## src/rtl/eth_rx_parser.sv

```systemverilog
`default_nettype none
// ============================================================================
//  Module      : eth_rx_parser
//  Description : Receive-side Ethernet frame classifier. Walks the first
//                eleven 32-bit words of each frame, filters on destination
//                MAC/IP and reports ARP requests, ICMP echo requests and UDP
//                datagram headers. Rejected frames bump a saturating counter.
//  Revision    : 1.0 - initial release
// ============================================================================
module eth_rx_parser #(
  parameter int DROP_CNT_W = 16
) (
  input  logic                  clk,
  input  logic                  rst,
  input  logic [47:0]           i_self_mac,
  input  logic [31:0]           i_self_ip,
  input  logic [31:0]           i_rx_data,
  input  logic                  i_rx_sop,
  input  logic                  i_rx_eop,
  input  logic                  i_rx_vld,
  output logic                  o_rx_rdy,
  output logic                  o_arp_req,
  output logic [47:0]           o_arp_sha,
  output logic [31:0]           o_arp_spa,
  output logic                  o_ping_req,
  output logic [15:0]           o_icmp_id,
  output logic [15:0]           o_icmp_seq,
  output logic                  o_udp_vld,
  output logic [15:0]           o_udp_src_port,
  output logic [15:0]           o_udp_dst_port,
  output logic [15:0]           o_udp_len,
  output logic [47:0]           o_peer_mac,
  output logic [31:0]           o_peer_ip,
  output logic [DROP_CNT_W-1:0] o_drop_cnt
);

  typedef enum logic [2:0] {
    S_IDLE   = 3'd0,
    S_HDR    = 3'd1,
    S_ARP    = 3'd2,
    S_IP     = 3'd3,
    S_L4     = 3'd4,
    S_DRAIN  = 3'd5,
    S_REPORT = 3'd6
  } state_t;

  state_t      r_state;
  state_t      w_next;
  state_t      w_step;
  logic [3:0]  r_cnt;          // index of the word about to be accepted
  logic        r_drop;         // frame already rejected, waiting for eop
  logic [15:0] r_dst_hi;
  logic [47:0] r_src_mac;
  logic        r_is_arp;
  logic        r_is_udp;
  logic [47:0] r_sha;
  logic [31:0] r_spa;
  logic [31:0] r_src_ip;
  logic [31:0] r_w9;
  logic [31:0] r_w10;

  logic        w_acc;
  logic        w_in_frame;
  logic        w_dst_ok;
  logic        w_bad;
  logic        w_done;
  logic        w_report;
  logic        w_restart;
  logic        w_mark_drop;
  logic [1:0]  w_drop_inc;
  logic [31:0] w_w10;
  logic [DROP_CNT_W:0] w_drop_sum;

  assign o_rx_rdy   = (r_state != S_REPORT);
  assign w_acc      = i_rx_vld & o_rx_rdy;
  assign w_in_frame = (r_state != S_IDLE) && (r_state != S_REPORT);
  assign w_dst_ok   = ({r_dst_hi, i_rx_data} == i_self_mac) ||
                      ({r_dst_hi, i_rx_data} == 48'hFFFF_FFFF_FFFF);
  // Word10 is still on the bus when eop arrives with it; otherwise it was stored.
  assign w_w10      = (r_state == S_DRAIN) ? r_w10 : i_rx_data;
  assign w_drop_sum = {1'b0, o_drop_cnt} + {{(DROP_CNT_W-1){1'b0}}, w_drop_inc};

  // Per-word field check for the current parse position and the state it leads to.
  always_comb begin
    w_bad  = 1'b0;
    w_done = 1'b0;
    w_step = r_state;
    case (r_state)
      S_HDR: begin
        case (r_cnt)
          4'd1: w_bad = !w_dst_ok;
          4'd3: begin
            if (i_rx_data[15:0] == 16'h0806)      w_step = S_ARP;
            else if (i_rx_data[15:0] == 16'h0800) w_step = S_IP;
            else                                  w_bad  = 1'b1;
          end
          default: ;
        endcase
      end
      S_ARP: begin
        case (r_cnt)
          4'd4:  w_bad = (i_rx_data != 32'h0001_0800);
          4'd5:  w_bad = (i_rx_data != 32'h0604_0001);
          4'd10: begin
            if (i_rx_data != i_self_ip) begin
              w_bad = 1'b1;
            end else begin
              w_done = 1'b1;
              w_step = S_DRAIN;
            end
          end
          default: ;
        endcase
      end
      S_IP: begin
        case (r_cnt)
          4'd4: w_bad = (i_rx_data[31:24] != 8'h45);
          4'd6: w_bad = (i_rx_data[23:16] != 8'h01) && (i_rx_data[23:16] != 8'h11);
          4'd8: begin
            if (i_rx_data != i_self_ip) w_bad  = 1'b1;
            else                        w_step = S_L4;
          end
          default: ;
        endcase
      end
      S_L4: begin
        case (r_cnt)
          4'd9:  w_bad = !r_is_udp && (i_rx_data[31:24] != 8'h08);
          4'd10: begin
            w_done = 1'b1;
            w_step = S_DRAIN;
          end
          default: ;
        endcase
      end
      default: ;
    endcase
  end

  // Next-state, drop accounting and report decision for each accepted word.
  always_comb begin
    w_next      = r_state;
    w_report    = 1'b0;
    w_restart   = 1'b0;
    w_mark_drop = 1'b0;
    w_drop_inc  = 2'd0;
    case (r_state)
      S_IDLE: begin
        if (w_acc && i_rx_sop) begin
          if (i_rx_eop) begin
            w_drop_inc = 2'd1;
          end else begin
            w_next    = S_HDR;
            w_restart = 1'b1;
          end
        end
      end
      S_REPORT: w_next = S_IDLE;
      default: begin
        if (w_acc) begin
          if (i_rx_sop) begin
            // Abort the frame in flight; a one-word sop+eop frame is a drop too.
            if (i_rx_eop) begin
              w_drop_inc = 2'd2;
              w_next     = S_IDLE;
            end else begin
              w_drop_inc = 2'd1;
              w_next     = S_HDR;
              w_restart  = 1'b1;
            end
          end else if (i_rx_eop) begin
            if (w_done || ((r_state == S_DRAIN) && !r_drop)) begin
              w_report = 1'b1;
              w_next   = S_REPORT;
            end else begin
              w_drop_inc = 2'd1;
              w_next     = S_IDLE;
            end
          end else if (w_bad) begin
            w_mark_drop = 1'b1;
            w_next      = S_DRAIN;
          end else begin
            w_next = w_step;
          end
        end
      end
    endcase
  end

  // State register.
  always_ff @(posedge clk or posedge rst) begin
    if (rst) r_state <= S_IDLE;
    else     r_state <= w_next;
  end

  // Word counter, reject flag and header field capture.
  always_ff @(posedge clk or posedge rst) begin
    if (rst) begin
      r_cnt     <= 4'd0;
      r_drop    <= 1'b0;
      r_dst_hi  <= 16'h0;
      r_src_mac <= 48'h0;
      r_is_arp  <= 1'b0;
      r_is_udp  <= 1'b0;
      r_sha     <= 48'h0;
      r_spa     <= 32'h0;
      r_src_ip  <= 32'h0;
      r_w9      <= 32'h0;
      r_w10     <= 32'h0;
    end else if (w_restart) begin
      r_cnt    <= 4'd1;
      r_drop   <= 1'b0;
      r_dst_hi <= i_rx_data[15:0];
    end else if (w_acc && !i_rx_sop && w_in_frame) begin
      if (r_cnt != 4'd11) r_cnt <= r_cnt + 4'd1;
      if (w_mark_drop)    r_drop <= 1'b1;
      case (r_state)
        S_HDR: begin
          if (r_cnt == 4'd2) r_src_mac[47:16] <= i_rx_data;
          if (r_cnt == 4'd3) begin
            r_src_mac[15:0] <= i_rx_data[31:16];
            r_is_arp        <= (i_rx_data[15:0] == 16'h0806);
          end
        end
        S_ARP: begin
          if (r_cnt == 4'd6) r_sha[47:16] <= i_rx_data;
          if (r_cnt == 4'd7) begin
            r_sha[15:0]  <= i_rx_data[31:16];
            r_spa[31:16] <= i_rx_data[15:0];
          end
          if (r_cnt == 4'd8) r_spa[15:0] <= i_rx_data[31:16];
        end
        S_IP: begin
          if (r_cnt == 4'd6) r_is_udp <= (i_rx_data[23:16] == 8'h11);
          if (r_cnt == 4'd7) r_src_ip <= i_rx_data;
        end
        S_L4: begin
          if (r_cnt == 4'd9)  r_w9  <= i_rx_data;
          if (r_cnt == 4'd10) r_w10 <= i_rx_data;
        end
        default: ;
      endcase
    end
  end

  // Report pulses and held result fields, updated only on a reported frame.
  always_ff @(posedge clk or posedge rst) begin
    if (rst) begin
      o_arp_req      <= 1'b0;
      o_ping_req     <= 1'b0;
      o_udp_vld      <= 1'b0;
      o_arp_sha      <= 48'h0;
      o_arp_spa      <= 32'h0;
      o_icmp_id      <= 16'h0;
      o_icmp_seq     <= 16'h0;
      o_udp_src_port <= 16'h0;
      o_udp_dst_port <= 16'h0;
      o_udp_len      <= 16'h0;
      o_peer_mac     <= 48'h0;
      o_peer_ip      <= 32'h0;
    end else begin
      o_arp_req  <= w_report &  r_is_arp;
      o_ping_req <= w_report & ~r_is_arp & ~r_is_udp;
      o_udp_vld  <= w_report & ~r_is_arp &  r_is_udp;
      if (w_report) begin
        o_peer_mac <= r_src_mac;
        if (r_is_arp) begin
          o_arp_sha <= r_sha;
          o_arp_spa <= r_spa;
          o_peer_ip <= r_spa;
        end else begin
          o_peer_ip <= r_src_ip;
          if (r_is_udp) begin
            o_udp_src_port <= r_w9[31:16];
            o_udp_dst_port <= r_w9[15:0];
            o_udp_len      <= w_w10[31:16];
          end else begin
            o_icmp_id  <= w_w10[31:16];
            o_icmp_seq <= w_w10[15:0];
          end
        end
      end
    end
  end

  // Saturating count of discarded frames.
  always_ff @(posedge clk or posedge rst) begin
    if (rst)                      o_drop_cnt <= '0;
    else if (w_drop_sum[DROP_CNT_W]) o_drop_cnt <= '1;
    else                          o_drop_cnt <= w_drop_sum[DROP_CNT_W-1:0];
  end

endmodule
`default_nettype wire

```

## config.mk

```make
export PLATFORM = sky130hd
export DESIGN_NAME = eth_rx_parser
export DESIGN_NICKNAME = d
export VERILOG_FILES = /design/src/rtl/eth_rx_parser.sv
export SDC_FILE = /design/constraint.sdc
export NUM_CORES = 1
export LEC_CHECK = 0
export BUFFER_PORTS_ARGS = -buffer_cell sky130_fd_sc_hd__buf_2
export CAP_MARGIN = 40
export CORE_MARGIN = 5
export CORE_UTILIZATION = 45
export CTS_CLUSTER_DIAMETER = 40
export DETAILED_ROUTE_END_ITERATION = 10
export PLACE_DENSITY_LB_ADDON = 0.2
export SETUP_SLACK_MARGIN = 0.05
export SYNTH_ARGS = -nofsm -noshare
export SYNTH_HDL_FRONTEND = slang
export SYNTH_SLANG_ARGS = --single-unit
export TNS_END_PERCENT = 50
```

## constraint.sdc

```tcl
create_clock -name clk -period 21.3 [get_ports clk]
set_input_delay 2.13 -clock clk [delete_from_list [all_inputs] [get_ports clk]]
set_output_delay 2.13 -clock clk [all_outputs]
set_load 0.05 [all_outputs]
```

==> metrics <==
number of antenna violations at the first check in global routing=11; GPL Wtd Cong=0.879; # IOs=377; Synth warnings=0; Max Cap Viol=0; commonest cells in the netlist=dfrtp_1, mux2_2, nand2_1, clkbuf_1, mux2i_1; Starting Density=45.8%; Post-Route WL=67600 um; post-route clock period utilization=about a quarter; DR WL/cell=around 26 um; asr flop ratio synth=100%; final cell count without fillers=2645; Worst EP required=approximately 22000 ps; worst hold path type=reg2reg; Hold WS=477 ps; largest net degree at the start of global routing=between 100 and 150; number of global-route vias before repair=15305; max-slew violations=0; H-tree levels=3; share of layout cells above drive strength 1=45.3%; crit-path cells=buf_2, xor2_1, nor4_1, buf_2, nand4_1, o32a_1, nand2_1, o21ai_0, a22oi_1, nor2_1, ha_1, inv_1, fa_1, nor2b_1, nand3_1, or3_1, o21ai_0; status=finished, final reports clean; Seq/Total Area, Yosys=between 50% and 60%; count of final hold-check violations=0; DRC errors left=0; Port Buf Inserts=about 380; CTS Hold Bufs=0; HPWL Detailed=46900 um; row cnt=79; power per cell area=113 nW/um^2; critical path's top delay family=simple AND/OR/NAND/NOR gates; Post-DRT Antenna Nets=0; Synth top area share=between 50% and 60%; Placed Cells incl. Taps=2512; Leakage=between 0.01 and 0.015 uW; CP Launch Type=input port; Max Clk Rate=177 MHz; CTS buffer count=74; Worst-path clk slew=60 ps; crit path max-delay cell type=or3_1; CTS sink cnt=509; via count=about 15000; Critical Path AT=slightly above 6000 ps; Worst VDD drop=0.0000628 V; first-pass GRT wire length=101000 um; Die Ht=roughly 230 um; Nets=2105; Setup Crit Path Kind=in2reg; Mapped Cells=1606; DR iter-0 viols=1007; die area=52000 sq um; setup tns final=0 ps; Setup violations, final=0; CTS Root Cell=clkbuf_16; most frequent cell after synthesis=dfrtp_1; Net Count, Synth=1730; vias per std cell=~5.5; Post-Syn Area=21400 sq um; GRT Total Usage=between 20 and 30%; RSZ-0062 raised after global routing=no; Critical Path Fanout Max=13; crit-path max cell delay=590 ps; Worst-Skew Late Latency=between 500 and 600 ps; Max transition margin=40.4%; Buf/Inv on CP=3; worst slew pin tran=894 ps; distinct cell type count after synthesis=54; die width=228 um; Final min period=5650 ps; Clock Skews=25.3 ps; synth top area cells=dfrtp_1, mux2_2, mux2i_1; crit path capture type=register; Layout area overhead=24.2%; post-CTS sizing=0; synthesized area per cell=13.3 sq um; total gr overflow=0; Post-synth EDFFs=0; CTS tree=done; CORE AREA=46800 sq um; Synth area leader=dfrtp_1; Synth Register Bits=509; DR pass1 iterations=4; Most used DFF post-synth=dfrtp_1; Max Root-Sink Buffers=3; post-CTS setup buffer count=0
==> cells in the final DEF (no fill, tap or decap), types with 4 or more instances in the layout <==
master	count
nand3_1	16
buf_2	377
buf_16	9
mux2_2	364
clkinv_2	11
ha_1	6
xor2_1	36
buf_12	4
o21ai_1	22
mux2_1	19
nand2_1	148
nand4_1	29
bufinv_16	8
clkinv_4	11
clkbuf_16	79
nor2_1	37
clkbuf_8	4
clkbuf_1	4
buf_4	12
nor2b_1	12
clkinvlp_4	6
a31oi_1	5
xnor2_1	54
mux2i_1	69
and3_1	8
o21ai_2	10
nand2b_1	4
dfrtp_1	508
o21ai_0	44
inv_6	6
nor3_1	9
a21oi_1	26
nor4_1	18
inv_1	10
or3_1	4
==> metrics by stage <==
step | power, uW | worst slack (ps) | util, % | area [sq um]
3_3_place_gp | 1770 | 14820 | 50.6 | 23600
2_1_floorplan | 1590 | 4960 | - | 21400
3_5_place_dp | 1780 | 15080 | 51.3 | 24000
4_1_cts | 3030 | 15680 | 56.8 | 26600
5_1_grt | 3130 | 15300 | 56.8 | 26600
6_report | 3010 | 15650 | 56.8 | 26600
==> power breakdown <==
group / leakage, uW / internal [uW] / switching [uW] / total [uW]
sequential: 0.00696 / 1080 / 85.8 / 1170
clock: 0.00125 / 791 / 455 / 1250
combinational: 0.00576 / 184 / 407 / 591
total: 0.0140 / 2060 / 948 / 3010
==> final cells by class <==
class                           instances  area, sq um
Multi-Input combinational cell        981         8120
Inverter                               11         48.8
Clock inverter                         44          512
Antenna cell                            2         5.00
Fill cell                            3939        20200
Sequential cell                       509        12700
Tap cell                              607          759
Clock buffer                           87         2050
Timing Repair Buffer                  404         2330
==> registers in the layout, summed over array words and instances (netlist names), 32 cells and up <==
name	flops
o_arp_sha	48
o_arp_spa	32
o_peer_ip	32
o_peer_mac	48
r_sha	48
r_spa	32
r_src_ip	32
r_src_mac	48
r_w10	32
r_w9	32
==> cell families (layout without fill, tap and decap cells) <==
group                      Yosys count  after routing  synth area share [%]
buffers and inverters              116            546                  2.73
AOI/OAI and AO/OA                  123            123                  3.31
xor gates and xnor gates            90             90                  3.68
DFF                                509            509                  59.5
and+or+nand+nor                    309            309                  6.90
adders and majority gates            7              7                 0.445
muxes                              452            452                  23.4
other                                0              2                     0
==> per-layer routing <==
metal | GRT usage [%] | routed length (um) | up-vias | part of all wire, %
met2 | 40.3 | 31100 | 565 | 46
met3 | 6.81 | 5070 | 107 | 7.5
met4 | 8.15 | 1880 | 10 | 2.8
met5 | 0 | 69 | - | 0.10
li1 | - | - | 6377 | -
met1 | 35.9 | 29500 | 7467 | 44
==> worst paths after layout <==
path                                   start  slack, ps                 to  cells after the start
max                             i_rx_data[5]      15650      o_drop_cnt[8]                     17
min                        o_udp_dst_port[1]        480  o_udp_dst_port[1]                      1
max reg2reg                         r_cnt[0]      17220      o_drop_cnt[8]                     16
min reg2reg                o_udp_dst_port[1]        480  o_udp_dst_port[1]                      1
max in group asynchronous                rst      18120      o_drop_cnt[4]                      6
min in group asynchronous                rst       1480     o_peer_mac[33]                      2
Note: power is estimated with default switching activity, not from simulation.
